File: src/rtl/fetch_unit.sv
// fetch_unit: instruction fetch stage feeding the decoder.
// Issues sequential word fetches under a credit limit, tags each request with
// its PC, buffers in-order responses and presents {instr, pc} to decode.
// A redirect flushes everything; responses to older requests are counted and
// dropped as they return.
// Optional feature macro: MISALIGN_TRAP_EN. When defined, a misaligned redirect
// target halts fetch and delivers one fault entry (nop at redirect_pc) to
// decode; when undefined, redirect_pc[1:0] is ignored (forced to zero).
module fetch_unit #(
   parameter logic [31:0] RESET_PC   = 32'h0000_0000,
   parameter int unsigned FIFO_DEPTH = 2
) (
   input  logic        clk,
   input  logic        rst_n,
   output logic        imem_req_valid,
   input  logic        imem_req_ready,
   output logic [31:0] imem_req_addr,
   input  logic        imem_rsp_valid,
   input  logic [31:0] imem_rsp_data,
   input  logic        redirect_valid,
   input  logic [31:0] redirect_pc,
   output logic        id_valid,
   input  logic        id_ready,
   output logic [31:0] id_instr,
   output logic [31:0] id_pc
`ifdef MISALIGN_TRAP_EN
   ,
   output logic        id_fault
`endif
);

   localparam int DEPTH = int'(FIFO_DEPTH);
   localparam int PW    = $clog2(FIFO_DEPTH);
   localparam int CW    = PW + 1;
   localparam logic [CW:0] DEPTH_C = (CW+1)'(FIFO_DEPTH);

   // run holds off the first request until the first edge after reset release
   logic          run;
   logic [31:0]   pc;
   logic [CW-1:0] outstanding;
   logic [CW-1:0] drop_cnt;
   logic [CW-1:0] fifo_cnt;
   logic [PW-1:0] tag_rd;
   logic [PW-1:0] tag_wr;
   logic [PW-1:0] fifo_rd;
   logic [PW-1:0] fifo_wr;
   logic [31:0]   tag_mem   [DEPTH];
   logic [31:0]   instr_mem [DEPTH];
   logic [31:0]   pc_mem    [DEPTH];

   logic          halted;
   logic          push_fault;
   logic [31:0]   redirect_tgt;
   logic          credit_ok;
   logic          accept;
   logic          rsp_eff;
   logic          rsp_push;
   logic          fifo_push;
   logic          fifo_pop;
   logic [CW-1:0] outstanding_nxt;
   logic [31:0]   push_instr;
   logic [31:0]   push_pc;

`ifdef MISALIGN_TRAP_EN
   logic fault_pend;
   logic fault_mem [DEPTH];

   assign redirect_tgt = redirect_pc;
   // The fault entry waits until every pre-redirect response has been dropped;
   // fetch is halted, so no live response can compete for the push slot.
   assign push_fault   = fault_pend && (drop_cnt == '0) && !rsp_eff && !redirect_valid;
   assign id_fault     = fault_mem[fifo_rd];

   // Halt on a misaligned redirect target; only a later redirect clears it
   always_ff @(posedge clk) begin
      if (!rst_n) begin
         halted     <= 1'b0;
         fault_pend <= 1'b0;
      end else if (redirect_valid) begin
         halted     <= |redirect_pc[1:0];
         fault_pend <= |redirect_pc[1:0];
      end else if (push_fault) begin
         fault_pend <= 1'b0;
      end
   end
`else
   assign redirect_tgt = redirect_pc & 32'hFFFF_FFFC;
   assign halted       = 1'b0;
   assign push_fault   = 1'b0;
`endif

   assign credit_ok       = ({1'b0, outstanding} + {1'b0, fifo_cnt}) < DEPTH_C;
   assign imem_req_valid  = run && !redirect_valid && credit_ok && !halted;
   assign imem_req_addr   = pc;
   assign accept          = imem_req_valid && imem_req_ready;
   // A response with nothing outstanding is a protocol error and is ignored
   assign rsp_eff         = imem_rsp_valid && (outstanding != '0);
   assign rsp_push        = rsp_eff && (drop_cnt == '0) && !redirect_valid;
   assign fifo_push       = rsp_push || push_fault;
   assign fifo_pop        = id_valid && id_ready && !redirect_valid;
   assign outstanding_nxt = outstanding + CW'(accept) - CW'(rsp_eff);
   assign push_instr      = push_fault ? 32'h0000_0013 : imem_rsp_data;
   assign push_pc         = push_fault ? pc : tag_mem[tag_rd];

   assign id_valid = (fifo_cnt != '0);
   assign id_instr = instr_mem[fifo_rd];
   assign id_pc    = pc_mem[fifo_rd];

   // PC, credit counters and queue pointers; redirect overrides everything
   always_ff @(posedge clk) begin
      if (!rst_n) begin
         run         <= 1'b0;
         pc          <= RESET_PC;
         outstanding <= '0;
         drop_cnt    <= '0;
         tag_rd      <= '0;
         tag_wr      <= '0;
         fifo_rd     <= '0;
         fifo_wr     <= '0;
         fifo_cnt    <= '0;
      end else begin
         run         <= 1'b1;
         outstanding <= outstanding_nxt;
         if (redirect_valid) begin
            // Every request still outstanding after this cycle predates the
            // redirect, so all of them are to be dropped.
            pc       <= redirect_tgt;
            drop_cnt <= outstanding_nxt;
            tag_rd   <= '0;
            tag_wr   <= '0;
            fifo_rd  <= '0;
            fifo_wr  <= '0;
            fifo_cnt <= '0;
         end else begin
            if (accept) begin
               pc     <= pc + 32'd4;
               tag_wr <= tag_wr + 1'b1;
            end
            if (rsp_eff && (drop_cnt != '0)) drop_cnt <= drop_cnt - 1'b1;
            if (rsp_push)  tag_rd  <= tag_rd + 1'b1;
            if (fifo_push) fifo_wr <= fifo_wr + 1'b1;
            if (fifo_pop)  fifo_rd <= fifo_rd + 1'b1;
            fifo_cnt <= fifo_cnt + CW'(fifo_push) - CW'(fifo_pop);
         end
      end
   end

   // PC tag storage, written at request acceptance
   always_ff @(posedge clk) begin
      if (accept) tag_mem[tag_wr] <= pc;
   end

   // Decode-side entry storage; cleared on reset so id_instr/id_pc read zero
   always_ff @(posedge clk) begin
      if (!rst_n) begin
         for (int i = 0; i < DEPTH; i++) begin
            instr_mem[i] <= '0;
            pc_mem[i]    <= '0;
`ifdef MISALIGN_TRAP_EN
            fault_mem[i] <= 1'b0;
`endif
         end
      end else if (fifo_push) begin
         instr_mem[fifo_wr] <= push_instr;
         pc_mem[fifo_wr]    <= push_pc;
`ifdef MISALIGN_TRAP_EN
         fault_mem[fifo_wr] <= push_fault;
`endif
      end
   end

endmodule
File: config.mk
export PLATFORM = sky130hd
export DESIGN_NAME = fetch_unit
export DESIGN_NICKNAME = d
export VERILOG_FILES = /design/src/rtl/fetch_unit.sv
export SDC_FILE = /design/constraint.sdc
export NUM_CORES = 1
export LEC_CHECK = 0
export CELL_PAD_IN_SITES_DETAIL_PLACEMENT = 0
export CELL_PAD_IN_SITES_GLOBAL_PLACEMENT = 1
export CORE_UTILIZATION = 43
export CTS_CLUSTER_SIZE = 8
export DETAILED_ROUTE_END_ITERATION = 10
export PLACE_DENSITY = 0.82
export SLEW_MARGIN = 20
export SYNTH_ARGS = -nofsm -noshare
export SYNTH_HDL_FRONTEND = slang
export SYNTH_SLANG_ARGS = --single-unit
File: constraint.sdc
create_clock -name clk -period 7.75 [get_ports clk]
set_input_delay 0.775 -clock clk [delete_from_list [all_inputs] [get_ports clk]]
set_output_delay 0.775 -clock clk [all_outputs]
set_load 0.1 [all_outputs]
=== Word-level counts from Yosys, hierarchy flattened ===
Memory sizes are Yosys's and may differ from the RTL's. A register that Yosys moved wholly into a read port is not among the register bits.
Index checks and enable logic that the tools add are counted.

* Reduce and logical (&&, ||, !) cells: 19
* Magnitude comparators: 1
* Add/subtract/negate cells: 11
* Bitwise gates (word level): 1
* Multiplexer cells: 23

{| class="wikitable"
|+ Operators with widths
! operator !! number
|-
| $mux 32 || 4
|-
| $reduce_or 32->1 || 2
|-
| $add 32x3->32 const B || 1
|-
| $mux 1 || 17
|-
| $reduce_bool 2->1 || 5
|-
| $logic_and 1x1->1 || 9
|-
| $add 1x1->1 const B || 4
|-
| $add 2x1->2 || 2
|-
| $mux 2 || 2
|-
| $sub 2x1->2 || 2
|-
| $add 2x2->3 || 1
|-
| $lt 3x2->1 const B || 1
|-
| $logic_not 2->1 || 1
|-
| $reduce_or 2->1 || 1
|-
| $sub 2x1->2 const B || 1
|-
| $logic_not 1->1 || 1
|-
| $not 1->1 || 1
|}

* Logic and storage cells: 68
* Flip-flop bits (word level): 43
* Input port bits: 70
* Memory bits (writable): 192
* Memories kept: 3
* Output and inout bits: 98

{| class="wikitable"
|+ Memories
! name !! depth !! width !! read ports !! clocked after Yosys merged registers in !! write ports !! line !! RTL
|-
| instr_mem || 2 || 32 || 1 || 1 || 2 || 48 || <nowiki>logic [31:0] instr_mem [DEPTH];</nowiki>
|-
| pc_mem || 2 || 32 || 1 || 1 || 2 || 49 || <nowiki>logic [31:0] pc_mem [DEPTH];</nowiki>
|-
| tag_mem || 2 || 32 || 1 || 1 || 1 || 47 || <nowiki>logic [31:0] tag_mem [DEPTH];</nowiki>
|}

=== Longest topological paths before layout ===
Gate-level depths: netlist (run 1).

* Depth in word-level cells: 9
* Depth in mapped cells: 14
* Depth with buffers taken out: 12

=== Worst setup path before layout (run 1) ===
OpenSTA, ideal clock, no wires.

* Path type: in2reg
* Start: in redirect_valid
* End: mem instr_mem[0][0] (enable)
* Cell stages on the path: 5
* Slack: 1.502 ns
* Data required time: 7.182 ns
* Buffers on the path: 1
* Library setup time: 0.568 ns
* Arrival time: 5.680 ns
* Path through: clkbuf_1 > clkinv_1 > and3_1 > inv_1 > o21ai_0

{| class="wikitable"
|+ RTL lines
! item !! line !! RTL
|-
| start: declaration || 20 || <nowiki>input logic redirect_valid,</nowiki>
|-
| end: declaration || 48 ||
|}

==> results of run 1 <==
-- flip-flops by register name (all words and copies together), names as in the netlist, named ones only --
register,count
run,1
fifo_cnt,2
outstanding,2
pc_mem,60
fifo_wr,1
tag_wr,1
drop_cnt,2
instr_mem,64
fifo_rd,1
tag_rd,1
imem_req_addr,30
tag_mem,60
-- cell usage after synthesis, drive strengths merged, types with 3 or more instances --
master and n:
mux2 62, o211a 4, dfxtp 43, clkbuf 31, o21ai 28, nand2 56, nor2 76, xor2 10
nand3 14, nand4 4, edfxtp 184, inv 7, o311ai 4, nor4b 3, a21boi 8, buf 16
nor4 13, mux2i 30, xnor2 18, a21oi 16, and2 39, and4 6, and3 37, ha 6
-- critical path: stages --
cell and delay, ps:
clkdlybuf4s50_1 450, buf_4 360, clkinv_1 940, and3_1 490, nand3_1 90, buf_4 400
nand2_2 470, buf_4 500
-- per-stage QoR --
stage | cells | area (um^2)
6_report | 1208 | 12600
5_1_grt | 1208 | 12600
4_1_cts | 1208 | 12600
3_5_place_dp | 1147 | 11600
3_3_place_gp | 1147 | 11600
2_1_floorplan | 744 | 9790
-- final cells by class --
cell class / instances / area (um^2)
clock buffer: 58 / 962
clock inverter: 3 / 33.8
fill: 1818 / 9430
inverter: 9 / 33.8
multi-input combinational: 460 / 3150
sequential: 227 / 6390
tap: 280 / 350
timing repair buffer: 171 / 1680
-- routing by layer --
layer / up-vias / GRT usage / part of all wire
met5: - / 0 / 0
met4: 0 / 0.0649 / 0.018
met3: 31 / 0.0324 / 0.050
met2: 170 / 0.321 / 0.50
met1: 3083 / 0.250 / 0.43
li1: 3030 / - / -
-- layout by cell type, fill, tap and decap left out, types with 6 or more instances in the layout --
master | Yosys | routed
inv_1 | 7 | 7
dfxtp_1 | 43 | 41
edfxtp_1 | 184 | 184
and3_1 | 36 | 35
buf_4 | 5 | 10
xnor2_1 | 18 | 18
nor4_1 | 13 | 13
and2_1 | 37 | 37
a21oi_1 | 16 | 16
mux2i_1 | 30 | 30
nand2_1 | 56 | 55
nor2_1 | 76 | 73
clkbuf_1 | 29 | 23
ha_1 | 6 | 6
xor2_1 | 10 | 10
nand3_1 | 14 | 14
a21boi_0 | 7 | 7
o21ai_0 | 28 | 27
mux2_2 | 62 | 62
clkdlybuf4s50_1 | 0 | 160
clkbuf_16 | 0 | 35
-- final timing paths --
path         cells past startpoint      startpoint  slack [ps]             end
max                              8  redirect_valid        3400    pc_mem[1][5]
min                              2         fifo_rd         510         fifo_rd
max reg2reg                      7  outstanding[0]        3840  tag_mem[0][18]
min reg2reg                      2         fifo_rd         510         fifo_rd
-- power by group through the flow --
| stage | Combinational (uW) | Clock, uW | Sequential (uW) |
|---|---|---|---|
| final | 717 | 1350 | 1460 |
| after detailed placement | 718 | 0 | 1480 |
| after floorplan | 478 | 0 | 1540 |
| after global routing | 748 | 1420 | 1470 |
| after global placement | 714 | 0 | 1480 |
| after CTS | 721 | 1370 | 1460 |
-- logic make-up after synthesis --
kind of cell	synth area share
AO/OA/AOI/OAI	0.0447
buffers and inverters	0.0283
XOR/XNOR	0.0251
multiplexers	0.102
adder cells (fa/ha/maj)	0.00973
other	0.000384
AND/OR/NAND/NOR	0.136
flip-flops	0.653
==> reports/metrics.yaml, run 1 <==
run_status:
  status: "finished, violations left"
  violations: "DRC"
hold_path:
  worstHoldPathType: "reg -> reg"
timing:
  whs_ps: 506
  hold_viol: 0
  tns_ps: 0
  fin_ws_ps: 3400
  period_share: 0.561
  period_needed_ps: 4350
  fmax_ghz: 0.230
  slew_headroom: 0.287
  finalSetupViolations: 0
  rsz0062_at_grt: "false"
  worst_pin_slew_ps: 1060
  final-max-slew-violation-count: 0
  finClkSkew_ps: 17.2
critical_path:
  path_class: "in -> reg"
  worst_ep_arrival_time_ps: 4520
  cp-start-kind: "primary input"
  endpoint_kind: "register"
  crit_required_ps: 7920
  critPathMaxFanout: 40
yosys:
  netlist_top_cells_area: "edfxtp_1 (57%), dfxtp_1 (8.8%), mux2_2 (7.1%)"
  synth_area_per_cell_um2: 13.2
  synth_cell_types: 53
  seq_area_frac_synth: 0.653
  ys_warn_count: 0
  synth_cells: 741
  async_flop_share: 0
  synth_top_area_share: 0.565
  synth_edf_count: 184
  ys_ff_latch: 227
  synth_top_cell_by_area: "edfxtp_1"
  syn_area_um2: 9770
  ys.flop_type: "edfxtp_1"
grt:
  grt_pass1_vias: 6265
  grt_max_degree: 76
  grtUsageTotal: 0.191
  grt_pass1_wl_um: 34500
  grt_remaining_overflow: 0
  antenna_found_initial: 0
clocking:
  htreeDepth: 2
  post_cts_buffers: 0
  cts_tree: "built"
  insertion_delay_ps: 490
  clock_tree.root_cell: "clkbuf_16"
  cts-resized-gates: 0
  cts_hold_buffers: 0
  cts_sinks: 227
  cts_buffers: 34
  clk_pin_slew_worst_paths_ps: 50
  clock_path_buffers: 3
floorplanning:
  start_util: 0.444
  core.rowCount: 54
  die_area_um2: 23300
  fp.dieH_um: 153
  die_x_um: 153
  core-area_um2: 22000
  ioPinCount: 168
power:
  p_leak_uw: 0.00453
  peakVddDrop_v: 0.000129
  switching_share: 0.305
  seqPwrFrac: 0.414
  clkPwrFrac: 0.382
  finalPower_uw: 3520
  switching_power_uw: 1070
  p_int_uw: 2450
  p_comb_frac: 0.204
  cellPowerDensity_nw_per_um2: 279
job:
  drv_cap: 0
cells_and_area:
  fin_nets: 980
  antenna_cells: 0
  utilization: 0.572
  drive_gt1_frac: 0.140
  syn2layout_area_growth_pct: 28.9
drt:
  wl_per_cell_um: 18.3
  via_per_inst: 5.23
  drc: 11
  firstDrtPassIters: 8
  drt_iter0_markers: 360
  routed_wirelength_um: 22100
  vias: 6314
  ant_nets: 0
placement:
  port_buffers: 161
  dp_slack_ps: 2940
  dp_hpwl_um: 13600
  place_congestion: 0.737
No activity file was read; power rests on OpenSTA's default activity.
==> run 2, diff against run 1 <==
clock period = 4.4 ns   (was 7.75 ns; I/O delays follow)
==> run 2 against run 1 <==
Flip-flop and latch count is the same. Register-to-register slack lost 2800 ps. The run still ends with DRC left. Total power up 77%. Combinational power grew 79%. Global-route usage is 0.20 points higher.
==> reports/metrics.yaml, run 2 (synthesis results as in run 1) <==
grt:
  grt_max_degree: 58
  grt_use_met3: 0.0313
  grt_remaining_overflow: 0
  grtUsageMet2: 0.323
  antenna_found_initial: 0
  use_met1: 0.259
  grtUsageTotal: 0.193
  grt_pass1_wl_um: 34900
  grt.busiest_layer: "met2"
  grt_pass1_vias: 6236
timing:
  rsz0062_at_grt: "false"
  whs_ps: 417
  finClkSkew_ps: 16.1
  period_share: 0.806
  worst_pin_slew_ps: 1070
  slew_headroom: 0.283
  hold_viol: 0
  tns_ps: 0
  finalSetupViolations: 0
  final-max-slew-violation-count: 0
  fmax_ghz: 0.282
  period_needed_ps: 3550
critical_path:
  worst_ep_arrival_time_ps: 3110
  r2r_slack_ps: 1090
  r2r-start: "outstanding[0]"
  crit_path_cell_trace: "buf_4 -> mux2_2 -> clkdlybuf4s50_1"
  cp_slowest_stage_delay_ps: 970
  critPathSlowestCell: "clkdlybuf4s50_1"
  path_class: "reg -> out"
  rr_endpoint: "tag_mem[1][18]"
  crit_required_ps: 3960
  critPathTopFamily: "buffers and inverters"
  cp-start-kind: "register"
  reg2regPathDepth: 7
  endpoint_kind: "output pin"
  critPathMaxFanout: 27
  path_buf_inv: 2
floorplanning:
  die_area_um2: 23300
  die_x_um: 153
  fp.dieH_um: 153
  ioPinCount: 168
  core.rowCount: 54
  core-area_um2: 22000
  start_util: 0.444
cells_and_area:
  utilization: 0.576
  syn2layout_area_growth_pct: 29.8
  fillers: 1777
  antenna_cells: 0
  drive_gt1_frac: 0.146
  layout_common_cells: "edfxtp_1 (184), clkdlybuf4s50_1 (159), nor2_1 (73)"
  reg_top3: "instr_mem x64, pc_mem x60, tag_mem x60"
  final_common_cell: "edfxtp_1"
  fin_nets: 985
  largest_register_ffs: 64
  regMostFlops: "instr_mem"
clocking:
  htreeDepth: 2
  cts_sinks: 227
  clk_pin_slew_worst_paths_ps: 50
  clock_tree.root_cell: "clkbuf_16"
  cts_tree: "built"
  cts_hold_buffers: 0
  insertion_delay_ps: 490
  cts-resized-gates: 0
  post_cts_buffers: 0
  cts_buffers: 34
  clock_path_buffers: 3
hold_path:
  hold_path.startpoint: "rst_n"
  holdPathStages: 2
  worstHoldPathType: "in -> reg"
  worstHoldEndpoint: "imem_req_addr[21]"
drt:
  routed_wirelength_um: 22400
  drc: 9
  wl_per_cell_um: 18.5
  firstDrtPassIters: 10
  ant_nets: 0
  drt_iter0_markers: 430
  vias: 6290
  via_per_inst: 5.19
placement:
  port_buffers: 161
  place_congestion: 0.755
  dp_hpwl_um: 14100
run_status:
  violations: "DRC"
  status: "finished, violations left"
job:
  drv_cap: 0
power:
  p_leak_uw: 0.00458
  peakVddDrop_v: 0.000253
  cellPowerDensity_nw_per_um2: 492
==> run 2: cell types whose count changed in the layout (fill, tap and decap cells not counted), sizes merged <==
cell           change
buf                +6
clkdlybuf4s50      -1
clkbuf             -2
bufinv             +1
==> run 2: layout make-up <==
class	instances	area, um^2	share of cell area
Clock inverter	4	63.8	0.00503
Sequential cell	227	6390	0.504
Timing Repair Buffer	176	1750	0.138
Tap cell	280	350	0.0276
Inverter	9	33.8	0.00266
Multi-Input combinational cell	460	3160	0.249
Clock buffer	56	933	0.0736
==> run 2: worst max path at each step <==
| stage | depth (start not counted) | startpoint | end |
|---|---|---|---|
| 2_1_floorplan | 5 | redirect_valid | instr_mem[0][0] |
| 3_3_place_gp | 7 | outstanding[0] | tag_mem[1][13] |
| 3_5_place_dp | 7 | outstanding[0] | tag_mem[1][30] |
| 4_1_cts | 3 | register | id_pc[27] |
| 5_1_grt | 3 | register | id_pc[16] |
| 6_report | 3 | register | id_instr[2] |
==> run 2: through the flow <==
step                setup WS, ps  std cells  area [um^2]  power, uW
floorplan                    138        744         9800       3550
global placement            1060       1152        11700       3870
detailed placement          1010       1152        11700       3890
CTS                          811       1212        12700       6280
global route                 761       1212        12700       6430
finish                       854       1212        12700       6240
==> run 2: layer usage <==
metal / up-vias / wire, um
met5: - / 0
met4: 0 / 397
met3: 37 / 1180
met2: 184 / 10900
met1: 3031 / 9860
li1: 3038 / -
==> run 2: power by group <==
part           total (uW)  leakage, uW  internal, uW  switching, uW
Clock                2400     0.000475          1500            893
Combinational        1280      0.00191           356            920
Sequential           2570      0.00219          2480           90.0
==> run 3, diff against run 2 <==
CORE_UTILIZATION = 39   (was 43)
PLACE_DENSITY = 0.78   (was 0.82)
clock period = 3.2 ns   (was 4.4 ns; I/O delays follow)
==> run 3 against run 2 <==
The flow now finishes without violations. Clock-buffer cell count shrank 5. Die area is 10% higher. Critical path depth up 9. Routed wire length shrank 0.40%. Global-route usage fell by 1.7 points. Combinational power is 37% higher. Clock skew shrank 5.1 ps. Utilization is 6.3 points lower. First-iteration DRC count up 3.3%. Setup slack got worse by 350 ps. Sequential share of layout area increased by 0.55 points.
==> reports/metrics.yaml, run 3 (synthesis results as in run 1) <==
run_status:
  status: "complete, no violations"
cells_and_area:
  layout_common_cells: "edfxtp_1 (184), buf_4 (112), nor2_1 (73)"
  reg_top3: "instr_mem x64, pc_mem x60, tag_mem x60"
  regMostFlops: "instr_mem"
  largest_register_ffs: 64
  fin_nets: 990
  final_common_cell: "edfxtp_1"
  syn2layout_area_growth_pct: 28.4
  drive_gt1_frac: 0.260
  antenna_cells: 0
drt:
  vias: 6295
  routed_wirelength_um: 22300
  via_per_inst: 5.02
  drt_iter0_markers: 444
  wl_per_cell_um: 17.8
  firstDrtPassIters: 5
  drc: 0
  ant_nets: 0
critical_path:
  cp-start-kind: "register"
  path_buf_inv: 2
  critPathTopFamily: "adder cells"
  path_class: "reg -> reg"
  endpoint_kind: "register"
  critPathMostFrequentCell: "ha_4"
  worst_ep_arrival_time_ps: 3120
  critPathMaxFanout: 3
  crit_required_ps: 3630
  critPathSlowestCell: "fa_1"
  crit_path_cell_trace: "and2_4 -> fa_1 -> nor4b_4 -> and2_0 -> clkinv_4 -> ha_4 -> inv_2 -> ha_4 -> xnor2_2 -> xnor2_1 -> nand2_1 -> a21boi_1"
  cp_slowest_stage_delay_ps: 520
clocking:
  cts_hold_buffers: 0
  htreeDepth: 2
  clock_tree.root_cell: "clkbuf_16"
  insertion_delay_ps: 500
  cts_buffers: 34
  cts-resized-gates: 0
  clock_path_buffers: 3
  cts_tree: "built"
  cts_sinks: 227
  post_cts_buffers: 0
  clk_pin_slew_worst_paths_ps: 50
timing:
  slew_headroom: 0.321
  period_needed_ps: 2700
  fmax_ghz: 0.371
  finalSetupViolations: 0
  rsz0062_at_grt: "false"
  final-max-slew-violation-count: 0
  hold_viol: 0
  finClkSkew_ps: 11.1
  worst_pin_slew_ps: 1020
  fin_ws_ps: 504
  period_share: 0.843
power:
  switching_share: 0.306
  cellPowerDensity_nw_per_um2: 676
  peakVddDrop_v: 0.000294
  p_int_uw: 5890
  p_comb_frac: 0.206
  switching_power_uw: 2600
  seqPwrFrac: 0.416
  clkPwrFrac: 0.377
  finalPower_uw: 8480
  p_leak_uw: 0.00472
grt:
  antenna_found_initial: 0
  grtUsageTotal: 0.175
  grt_remaining_overflow: 0
  grt_max_degree: 63
  grt_pass1_wl_um: 35100
  grt_pass1_vias: 6273
floorplanning:
  ioPinCount: 168
  core.rowCount: 57
  die_area_um2: 25700
  core-area_um2: 24500
  start_util: 0.400
  fp.dieH_um: 160
  die_x_um: 160
placement:
  dp_hpwl_um: 14400
  dp_slack_ps: 455
  port_buffers: 161
  place_congestion: 0.744
hold_path:
  worstHoldPathType: "in -> reg"
job:
  drv_cap: 0
-- run 3: changes by cell type in the layout (fill, tap and decap cells not counted), sizes merged --
cell / change
clkbuf: -5
clkdlybuf4s50: -93
buf: +98
bufinv: -1
-- run 3: metrics by stage --
step / instance area (um^2) / util / setup TNS, ps / instances / hold slack [ps]
floorplan: 9860 / - / -20360 / 744 / 348
global placement: 11600 / 0.473 / 0 / 1201 / 484
detailed placement: 11600 / 0.473 / 0 / 1201 / 494
CTS: 12500 / 0.513 / 0 / 1255 / 118
global route: 12600 / 0.513 / 0 / 1255 / 138
finish: 12600 / 0.513 / 0 / 1255 / 135
-- run 3: cell type report --
cell class                      count  area (um^2)
Fill cell                        2115        11900
Sequential cell                   227         6390
Multi-Input combinational cell    460         3200
Timing Repair Buffer              181         1550
Clock buffer                       51          936
Tap cell                          324          405
Inverter                            9         38.8
Clock inverter                      3         33.8
-- run 3: layer usage --
layer  share of wire  global-route usage  up-vias  wire [um]
met5               0                   0        -          0
met4           0.019              0.0558        0        416
met3           0.045              0.0300       36        995
met2            0.50               0.299      165      11200
met1            0.43               0.227     3052       9660
li1                -                   -     3042          -
-- run 3: worst paths after layout --
kind / start / to / slack, ps / cells after the start
max reg2reg: outstanding[0] / drop_cnt[1] / 500 / 12
min reg2reg: fifo_rd / register / 500 / 2
max: outstanding[0] / drop_cnt[1] / 500 / 12
min: rst_n / run / 140 / 1
-- run 3: power by group through the flow --
stage | Combinational (uW) | Clock (uW) | Sequential [uW]
after floorplan | 1190 | 0 | 3710
after CTS | 1770 | 3260 | 3540
after detailed placement | 1760 | 0 | 3590
final | 1750 | 3200 | 3530
after global routing | 1840 | 3380 | 3560
after global placement | 1750 | 0 | 3580
==> patch 1: new RTL, flow settings as in run 2 <==
Change the parameter `FIFO_DEPTH` from 2 to 4.
--- a/src/rtl/fetch_unit.sv
+++ b/src/rtl/fetch_unit.sv
@@ -10,3 +10,3 @@
    parameter logic [31:0] RESET_PC   = 32'h0000_0000,
-   parameter int unsigned FIFO_DEPTH = 2
+   parameter int unsigned FIFO_DEPTH = 4
 ) (
Check against the original RTL: not equivalent (a bounded check fails within 4 cycles, from zero or initial values and one cycle with rst_n low).
==> patch 1 against run 2 <==
- synthesized area increased by 82%
- fmax shrank 0.93%
- power rose by 64%
- final area rose by 71%
- cell count rose by 56%
- worst setup slack got worse by 0.033 ns
- routed wire length up 81%
- sequential cell count increased by 193
- critical path type unchanged
- largest cell class unchanged
==> patch 1: results (changes against run 2) <==
| Metric | Value |
|---|---|
| Power per Cell Area | 472 nW/um2 (was 492 nW/um2) |
| Hold Path Depth | 3 (was 2) |
| Worst-skew pair later-pin latency | 0.60 ns (was 0.49 ns) |
| Sequential cell area fraction in the yosys report | 68.1% (was 65.3%) |
| Minimum clock period | 3.58 ns (was 3.55 ns) |
| Final clock skew | 0.0201 ns (was 0.0161 ns) |
| Starting DRT DRC Count | 590 (was 430) |
| R2r endpoint | drop_cnt[2] (was tag_mem[1][18]) |
| Inserted Clock Buffers | 58 (was 34) |
| Global-route wire length before repair | 61.9 mm (was 34.9 mm) |
| Peak VDD IR | 0.290 mV (was 0.253 mV) |
| Detailed-routed wire length on met3 | 2.48 mm (was 1.18 mm) |
| Compound-gate portion of the synthesized area | 3.10% (was 4.47%) |
| Cell count of the worst reg-to-reg path | 12 (was 7) |
| HP Start | redirect_pc[18] (was rst_n) |
| Slew at the pin closest to its max-slew limit | 1.08 ns (was 1.07 ns) |
| Routed metal-1 wirelength | 16.6 mm (was 9.86 mm) |
| Finished Layout Cells | 1889 (was 1212) |
| Largest incremental delay on the critical path | 1.14 ns (was 0.97 ns) |
| Number of enable flip-flop cells after synthesis | 368 (was 184) |
| Hpwl dp | 23.4 mm (was 14.1 mm) |
| Net total in the final layout | 1415 (was 985) |
| Critical-path maximum fanout | 43 (was 27) |
| Netlist cell types | 54 (was 53) |
| Placed insts | 1802 (was 1152) |
| Routed WL | 40.5 mm (was 22.4 mm) |
| Met2 global-route usage | 34.4% (was 32.3%) |
| Worst setup endpoint | id_pc[12] (was id_instr[2]) |
| XOR/XNOR share of the synthesized area | 0.691% (was 2.51%) |
| Post-synthesis area per instance | 15.4 um2 (was 13.2 um2) |
| Source of the worst register-to-register timing path | outstanding[2] (was outstanding[0]) |
| Part of the total power dissipated in the clock network | 39.0% (was 38.4%) |
| Combinational power | 0.00156 W (was 0.00128 W) |
| Share of final-layout standard cells stronger than drive strength 1 | 14.8% (was 14.6%) |
| Post-Synth Adder-Cell Area | 1.14% (was 0.973%) |
| Status | finished, final reports clean (was finished with violations) |
| Global Route met1 Usage | 25.0% (was 25.9%) |
| R2R Setup Slk | 1.42 ns (was 1.09 ns) |
patch 1: worst min path at each step:
stage / endpoint / slack [ns]
2_1_floorplan: run / 0.47
3_3_place_gp: tag_wr[1] / 0.48
3_5_place_dp: tag_wr[1] / 0.50
4_1_cts: imem_req_addr[14] / 0.39
5_1_grt: imem_req_addr[14] / 0.42
6_report: imem_req_addr[18] / 0.42
patch 1: kinds of logic after synthesis:
family	Yosys count
multiplexers	94
AO/OA/AOI/OAI	89
flip-flops	420
AND/OR/NAND/NOR	407
buffers and inverters	112
other	1
XOR/XNOR	14
adder cells (fa/ha/maj)	15
patch 1: cell type report:
| type | instances | area (um2) |
|---|---|---|
| Multi-Input combinational cell | 623 | 5270 |
| Inverter | 38 | 143 |
| Antenna cell | 1 | 2.50 |
| Sequential cell | 420 | 12100 |
| Clock buffer | 83 | 1570 |
| Timing Repair Buffer | 189 | 1910 |
| Tap cell | 532 | 666 |
| Clock inverter | 3 | 33.8 |
| Fill cell | 3283 | 19100 |
==> patch 2: new RTL, settings of run 2 <==
Made on the original files. The option `MISALIGN_TRAP_EN` is turned on by a define.
--- a/src/rtl/fetch_unit.sv
+++ b/src/rtl/fetch_unit.sv
@@ -8,2 +8,4 @@
 // decode; when undefined, redirect_pc[1:0] is ignored (forced to zero).
+`define MISALIGN_TRAP_EN
+
 module fetch_unit #(
Function (old outputs only; new: id_fault): changed (a bounded check fails within 4 cycles, from zero or initial values and one cycle with rst_n low).
==> patch 2 against run 2 <==
- non-clock buffer count is 5 higher
- final area increased by 7.7%
- utilization is 1.3 points lower
- highest routed layer unchanged
- hold slack better by 0.060 ns
- worst setup slack better by 0.12 ns
- critical path type unchanged
- synthesized area rose by 8.3%
- power grew 5.0%
- sequential cell count rose by 14
- routed wire length up 11%
==> patch 2: results (changes against run 2) <==
| Metric | Value |
|---|---|
| Hpwl dp | 15.8 mm (was 14.1 mm) |
| Worst-skew pair later-pin latency | 0.51 ns (was 0.49 ns) |
| DP Area | 12600 um2 (was 11700 um2) |
| Placed insts | 1299 (was 1152) |
| Starting DRT DRC Count | 566 (was 430) |
| Clock group | 0.00249 W (was 0.00240 W) |
| Largest incremental delay on the critical path | 1.14 ns (was 0.97 ns) |
| Post-Synth Adder-Cell Area | 0.899% (was 0.973%) |
| Inserted Clock Buffers | 36 (was 34) |
| Max-slew headroom | 29.2% (was 28.3%) |
| Seq pwr | 0.00271 W (was 0.00257 W) |
| Compound-gate portion of the synthesized area | 5.92% (was 4.47%) |
| Data arrival at the endpoint of the critical path | 2.99 ns (was 3.11 ns) |
| Sequential cell area fraction in the yosys report | 63.8% (was 65.3%) |
| Top cells by count, synth | edfxtp_1 (192), nor2_1 (135), and3_1 (69) (was edfxtp_1 (184), nor2_1 (76), mux2_2 (62)) |
| Router iterations before antenna repair | 5 (was 10) |
| Via count of the first global-routing pass | 6977 (was 6236) |
| XOR/XNOR share of the synthesized area | 1.74% (was 2.51%) |
| Pleak | 5.01 nW (was 4.58 nW) |
| Worst-case setup slack after placement | 1.44 ns (was 1.01 ns) |
| Mux contribution to synthesized area | 10.6% (was 10.2%) |
| Registers with the highest flip-flop counts | instr_mem x64, pc_mem x64, tag_mem x64 (was instr_mem x64, pc_mem x60, tag_mem x60) |
| Status | finished, final reports clean (was finished with violations) |
| Share of final-layout standard cells stronger than drive strength 1 | 13.7% (was 14.6%) |
| Worst min-delay path category | flop to flop (was primary input to flop) |
| Gpl congestion | 0.813 (was 0.755) |
==> patch 2: cell count changes after synthesis, sizes merged, moves of 7 or more <==
cell / run 2 / this run
edfxtp: 184 / 192
o21ai: 28 / 15
nor2: 76 / 135
nand3: 14 / 22
a21oi: 16 / 55
o22ai: 0 / 8
a31oi: 0 / 8
and2: 39 / 7
and3: 37 / 69
clkbuf: 31 / 49
xnor2: 18 / 11
nand2: 56 / 29
buf: 16 / 9
==> patch 2: critical path, delay by kind of cell, from the launching register on <==
kind / cells / cell delay [ns]
muxes: 1 / 0.35
buffers and inverters: 1 / 1.14
DFF: 1 / 0.92
==> patch 2: path summary, 6_finish.rpt <==
path | start | endpoint | slack, ns | cells after the start
worst max-delay path | flop | id_pc[0] | 0.97 | 2
worst min-delay path | fault_mem[1] | fault_mem[1] | 0.48 | 2
worst min register to register | fault_mem[1] | fault_mem[1] | 0.48 | 2
worst max register to register | outstanding[0] | tag_mem[1][3] | 1.43 | 7
==> patch 2: layer usage <==
metal  part of all wire [%]  GRT usage, %  up-vias  routed length [um]
met4                    1.9          5.73        0                 476
met5                      0             0        -                   0
met1                     45          27.3     3497               11200
li1                       -             -     3472                   -
met2                     47          32.0      278               11700
met3                    6.2          3.61       38                1550
==> patch 2: final cells by class <==
cell class | instances | area, um2
clock buffers | 61 | 995
fillers | 1994 | 10600
multi-input cells | 540 | 3580
clock inverters | 4 | 57.6
diodes | 1 | 2.50
inverters | 13 | 48.8
well taps | 324 | 405
repair buffers | 181 | 1810
flip-flops and latches | 241 | 6750
==> patch 2: kinds of logic after synthesis <==
| group | Yosys count |
|---|---|
| adders and majority gates | 7 |
| AOI/OAI and AO/OA | 107 |
| xor gates and xnor gates | 21 |
| buffers and inverters | 71 |
| and+or+nand+nor | 301 |
| muxes | 104 |
| DFF | 241 |
